`config.mk`:
```
export PLATFORM = sky130hd
export DESIGN_NAME = fp_pipe_issue_ctrl
export DESIGN_NICKNAME = d
export VERILOG_FILES = /design/src/rtl/fp_pipe_issue_ctrl_pkg.sv /design/src/rtl/fp_pipe_issue_ctrl_hazard.sv /design/src/rtl/fp_pipe_issue_ctrl.sv
export SDC_FILE = /design/constraint.sdc
export NUM_CORES = 1
export LEC_CHECK = 0
export ABC_AREA = 1
export CORE_MARGIN = 2
export CORE_UTILIZATION = 31
export DETAILED_ROUTE_END_ITERATION = 12
export MAX_ROUTING_LAYER = met4
export PLACE_DENSITY = 0.82
export SLEW_MARGIN = 20
export SYNTH_ARGS = -nofsm -noshare
export SYNTH_HDL_FRONTEND = slang
export SYNTH_SLANG_ARGS = --single-unit
```
`constraint.sdc`:
```
create_clock -name clk -period 2.1 [get_ports clk]
set_input_delay 0.42 -clock clk [delete_from_list [all_inputs] [get_ports clk]]
set_output_delay 0.42 -clock clk [all_outputs]
set_load 0.005 [all_outputs]
```
`src/rtl/fp_pipe_issue_ctrl_pkg.sv`:
```
// Shared types for the FP add/sub issue path.
//   exe_p_mux_bus_type : per-op control payload carried through the FP unit
//                        and handed to the EXE writeback mux.
//   FADD_LAT           : FP add/sub unit depth, issue to p_result.
package riscv_types;

  localparam int unsigned FADD_LAT = 3;
  localparam int unsigned REG_W    = 5;
  localparam int unsigned TAG_W    = 8;

  typedef struct packed {
    logic [REG_W-1:0] rd;
    logic             reg_write;
    logic             FP_reg_write;
    logic             fp_sub;
    logic [TAG_W-1:0] tag;
  } exe_p_mux_bus_type;

endpackage

```
`src/rtl/fp_pipe_issue_ctrl_hazard.sv`:
```
// fp_hazard_cmp: RAW check of one source register against every unit stage.
//   rs, rs_fp, rs_use       : source index, FP/int register file select, read enable
//   uu_rd, uu_reg_write,
//   uu_FP_reg_write         : destination and write enables held in each stage
//   hit                     : some in-flight op will write the register this source reads
module fp_hazard_cmp
  import riscv_types::*;
#(
  parameter int unsigned LAT = FADD_LAT
) (
  input  logic [REG_W-1:0]          rs,
  input  logic                      rs_fp,
  input  logic                      rs_use,
  input  logic [LAT-1:0][REG_W-1:0] uu_rd,
  input  logic [LAT-1:0]            uu_reg_write,
  input  logic [LAT-1:0]            uu_FP_reg_write,
  output logic                      hit
);

  // Integer x0 is hard-wired to zero, so a pending write to it is never a hazard.
  always_comb begin
    hit = 1'b0;
    for (int unsigned k = 0; k < LAT; k++) begin
      if (rs_use && (uu_rd[k] == rs)) begin
        if (rs_fp) begin
          hit = hit | uu_FP_reg_write[k];
        end else if (rs != '0) begin
          hit = hit | uu_reg_write[k];
        end
      end
    end
  end

endmodule

```
`src/rtl/fp_pipe_issue_ctrl.sv`:
```
// fp_pipe_issue_ctrl: issue-side controller for the pipelined FP add/sub unit.
// Stalls issue on RAW hazards against in-flight destinations, freezes the unit
// on writeback stall, kills in-flight work on flush and tracks occupancy.
//   clk, rst (async, active low)
//   issue_valid/issue_ready/issue_bus/issue_rs1/issue_rs2/issue_rs_fp/issue_rs_use : decode/issue side
//   flush, wb_stall                 : pipeline control
//   u_en, u_clear, u_p_start, u_bus : drive the unit
//   u_p_result, u_bus_o, uu_*       : observed from the unit
//   wb_valid, wb_bus                : result token to the EXE writeback mux
//   inflight, idle                  : occupancy
module fp_pipe_issue_ctrl
  import riscv_types::*;
#(
  parameter int unsigned LAT   = FADD_LAT,
  parameter int unsigned CNT_W = 2
) (
  input  logic                      clk,
  input  logic                      rst,
  input  logic                      issue_valid,
  output logic                      issue_ready,
  input  exe_p_mux_bus_type         issue_bus,
  input  logic [REG_W-1:0]          issue_rs1,
  input  logic [REG_W-1:0]          issue_rs2,
  input  logic [1:0]                issue_rs_fp,
  input  logic [1:0]                issue_rs_use,
  input  logic                      flush,
  input  logic                      wb_stall,
  output logic                      u_en,
  output logic [LAT-1:0]            u_clear,
  output logic                      u_p_start,
  output exe_p_mux_bus_type         u_bus,
  input  logic                      u_p_result,
  input  exe_p_mux_bus_type         u_bus_o,
  input  logic [LAT-1:0][REG_W-1:0] uu_rd,
  input  logic [LAT-1:0]            uu_reg_write,
  input  logic [LAT-1:0]            uu_FP_reg_write,
  output logic                      wb_valid,
  output exe_p_mux_bus_type         wb_bus,
  output logic [CNT_W-1:0]          inflight,
  output logic                      idle
);

  logic             hit_rs1;
  logic             hit_rs2;
  logic             hazard;
  logic             fire;
  logic             retire;
  logic [CNT_W-1:0] inflight_q;
  logic [CNT_W-1:0] inflight_d;

  // One comparator per source operand.
  fp_hazard_cmp #(.LAT(LAT)) u_cmp_rs1 (
    .rs              (issue_rs1),
    .rs_fp           (issue_rs_fp[0]),
    .rs_use          (issue_rs_use[0]),
    .uu_rd           (uu_rd),
    .uu_reg_write    (uu_reg_write),
    .uu_FP_reg_write (uu_FP_reg_write),
    .hit             (hit_rs1)
  );

  fp_hazard_cmp #(.LAT(LAT)) u_cmp_rs2 (
    .rs              (issue_rs2),
    .rs_fp           (issue_rs_fp[1]),
    .rs_use          (issue_rs_use[1]),
    .uu_rd           (uu_rd),
    .uu_reg_write    (uu_reg_write),
    .uu_FP_reg_write (uu_FP_reg_write),
    .hit             (hit_rs2)
  );

  assign hazard = hit_rs1 | hit_rs2;

  // Issue handshake and unit drive; stall-only, no bypass.
  always_comb begin
    issue_ready = rst & ~wb_stall & ~flush & ~hazard;
    fire        = issue_valid & issue_ready;
    u_p_start   = fire;
    u_bus       = fire ? issue_bus : '0;
    u_en        = ~wb_stall;
    // Clear outranks en inside the unit, so flush under stall still empties it.
    u_clear     = (flush & rst) ? '1 : '0;
    wb_valid    = u_p_result & ~flush;
    wb_bus      = u_bus_o;
    retire      = wb_valid & ~wb_stall;
  end

  // Occupancy next state; fire and retire together cancel.
  always_comb begin
    inflight_d = inflight_q;
    if (flush) begin
      inflight_d = '0;
    end else begin
      case ({fire, retire})
        2'b10:   inflight_d = inflight_q + CNT_W'(1);
        2'b01:   inflight_d = inflight_q - CNT_W'(1);
        default: inflight_d = inflight_q;
      endcase
    end
  end

  // Occupancy register.
  always_ff @(posedge clk or negedge rst) begin
    if (!rst) begin
      inflight_q <= '0;
    end else begin
      inflight_q <= inflight_d;
    end
  end

  assign inflight = inflight_q;
  assign idle     = (inflight_q == '0);

  // Counter must stay within 0..LAT.
  a_no_underflow : assert property (@(posedge clk) disable iff (!rst)
    !(!flush && retire && !fire && (inflight_q == '0)));
  a_no_overflow : assert property (@(posedge clk) disable iff (!rst)
    !(!flush && fire && !retire && (inflight_q == CNT_W'(LAT))));

endmodule

```
==> summary.md <==
| Metric | Value |
|---|---|
| Crit-path cells | buf_8 > nor2_4 > nand3_2 > nand2_1 > nand2_1 > nand3_2 > nand2_2 > nor2_4 > nand3_4 > buf_6 > buf_8 > nor2_4 > buf_2 |
| Worst slew margin | 85.4% |
| Antenna violations before repair | 0 |
| Slowest-stage cell, CP | buf_6 |
| WL/cell | approximately 11 um |
| Seq cells post-synth | 2 |
| Setup crit end | u_bus[5] |
| Most common cell on crit path | nor2_4 |
| Share of cells above drive strength 1 | 42.1% |
| Place WS | -856 ps |
| Tcrit/Tclk final | 104% |
| RSZ-0062 raised after global routing | yes |
| Adder-Cell Fraction of Synth Area | 0% |
| Placed Area | 0.00203 mm^2 |
| Async set-reset flop share out of synthesis | 100% |
| Synth top area cells | nand2_1 24%, inv_1 15%, buf_4 11%, nor2_4 10%, nor2_1 8.6% |
| Final setup TNS | -711 ps |
| Initial DRC count | 34 |
| Clock root cell | clkbuf_8 |
| Reg clk slew, reported paths | around 30 ps |
| WP data required | approximately 1700 ps |
| CTS tree | yes |
| Distinct cells, synth | 24 |
| Top post-synthesis cells by count | 80 x nand2_1, 50 x inv_1, 28 x nor2_1 |
| Max Buffers Root-to-Sink | 2 |
| Status | complete, but fails checks |
| CTS H-Tree Depth | 1 |
| Port Buffers | 82 |
| Critical Path AT | 1770 ps |
| Critical path launch point type | primary input |
| Num Clock Sinks | 2 |
| Failing checks | negative setup slack |
| Layout Nets | 396 |
| Worst reg-to-reg setup slack | 1180 ps |
| Max-slew violation count | 0 |
| Via count | 1592 |
| Worst reg-to-reg path cell count | 5 |
| Critical path capture point type | output port |
| Final setup violating endpoints | 13 |
| Largest net degree at the start of global routing | 7 |
| Synth warn | 0 |
| Floorplan row count | 22 |
| Reg2reg end | inflight[1] |
| DRC violations left | 0 |
| Overall Global Routing Usage | 17.8% |
| Main flop type after synthesis | dfrtp_1 |
| Vias in the first global route | 1394 |
| Post-Layout Inst Area | between 0.002 and 0.0025 mm^2 |
| Post-synth EDFFs | 0 |
| Hold Crit Class | primary input to asynchronous set/reset pin |
| Fmax | 0.458 GHz |
| Detailed Routing Iterations Pass 1 | 4 |
| Final min period | between 2000 and 2500 ps |
| Power Density | 286 mW/mm^2 |
| Maximum VDD drop | 0.253 mV |
| Crit path from | issue_rs2[2] |
| Layout overhead on the synthesized area | 76.8% |
| Clock skew | 5.39 ps |
| Slew @ Worst Pin | 218 ps |
| Hold Vio Cnt, Final | 0 |
| Setup CP Type | primary input to output port |
| Core area | 0.00374 mm^2 |
| Leading area contributor after synthesis | nand2_1 |
| Leak | 1.22 nW |
| Hold Buf Count CTS | 0 |
| Post-synthesis net count | 309 |
| Simple logic cell fraction of the synthesized area | 55.0% |
| Clock Latency Late Sink | 210 ps |
| Routability-driven placement congestion ratio | about 0.93 |
| # IOs | 115 |
| Syn Inst Count | roughly 240 |
| Largest register FFs | 2 |
| Total gr overflow | 0 |
| Die X | 66.9 um |
| Initial Util | 32.8% |
| Full die area | between 0.004 and 0.005 mm^2 |
| Synth top area share | approximately a quarter |
| Hpwl dp | 3.22 mm |
| Antenna violation net count after detailed routing | 0 |
| Drt total wl | 4.16 mm |
| ANT cells | 0 |
| PnR worst setup slack | -85.8 ps |
| Post-synthesis xor/xnor area fraction | 6.43% |
| Post-synthesis mux area share | 0% |
| Syn avg cell area | 5.20 um^2 |
| Synth Cell Area | approximately 0.0012 mm^2 |
| Critical R2R Launch | inflight[0] |
| Die span in y | about 67 um |
| Fin util | 57.9% |
| Compound-Gate Fraction of Synth Area | under 10% |
| First-pass GRT wire length | 6.11 mm |
| Max-Cap Viols | 0 |
| Routed vias/inst | 4.31 |
| Max incr delay on CP | approximately 160 ps |
| Sequential cell area fraction in the yosys report | 4.08% |
| Total Power | 0.621 mW |
| Cell with the most instances after synthesis | nand2_1 |
| Cts bufs inserted | 3 |
| Worst Path Max Fanout | 5 |
| Largest family of logic cells by synthesized area | simple AND/OR/NAND/NOR gates |
where the power goes:
part	switching (mW)	leakage [nW]	total (mW)	internal (mW)
sequential	0.0130	0.0255	0.0632	0.0503
combinational	0.190	1.18	0.408	0.218
clock	0.0288	0.0216	0.150	0.121
total	0.231	1.22	0.621	0.390
cell families after synthesis:
kind of cell,count (synthesis)
buffers and inverters,75
AND/OR/NAND/NOR,140
AO/OA/AOI/OAI,10
flip-flops,2
XOR/XNOR,9
cells in the final DEF, fill, tap and decap left out, types with 5 or more instances in the layout:
master | netlist | final
nor2_2 | 2 | 7
buf_8 | 0 | 6
xnor2_1 | 5 | 5
buf_2 | 0 | 32
clkdlybuf4s50_1 | 0 | 26
buf_4 | 18 | 12
nand4_1 | 5 | 5
nor2_1 | 28 | 17
nand2_1 | 80 | 74
nor2_4 | 11 | 17
nand2_2 | 2 | 8
inv_1 | 50 | 38
buf_6 | 0 | 11
dlygate4sd2_1 | 0 | 6
inv_2 | 6 | 15
per-stage QoR:
step | hold WS, ps | instances
after global placement | 585 | 356
after detailed placement | 612 | 356
after CTS | 236 | 367
after global routing | 258 | 369
final | 242 | 369
after floorplan | 124 | 236
metal layers:
| layer | vias to the layer above | share of wire (%) | GRT usage, % |
|---|---|---|---|
| li1 | 846 | - | - |
| met4 | 0 | 1.1 | 4.34 |
| met5 | - | 0 | - |
| met1 | 687 | 38 | 20.7 |
| met3 | 4 | 7.0 | 1.86 |
| met2 | 55 | 53 | 32.5 |
critical path: cells and delay by family:
kind	cells	cell delay, ps
buffers and inverters	4	500
and+or+nand+nor	9	840
repair_timing:
item,CTS,global route
cloned,1,0
endpoints found under the setup margin,19,18
gates resized for setup,245,40
setup buffers,7,2
pin swaps,36,30
layout make-up:
| type | count | area (um^2) |
|---|---|---|
| flip-flops and latches | 2 | 50.0 |
| multi-input cells | 159 | 933 |
| repair buffers | 101 | 866 |
| well taps | 48 | 60.1 |
| clock buffers | 3 | 41.3 |
| fillers | 384 | 1580 |
| inverters | 56 | 218 |
how the worst min path moves through the flow:
stage	start	endpoint	slack (ps)	cells after the start
after global routing	rst	inflight[1]	260	2
final	rst	inflight[1]	240	2
after floorplan	rst	inflight[0]	120	0
after detailed placement	inflight[0]	inflight[0]	610	2
after global placement	inflight[1]	inflight[1]	580	2
after CTS	rst	inflight[1]	240	2
Power figures use the tool's default switching activity.
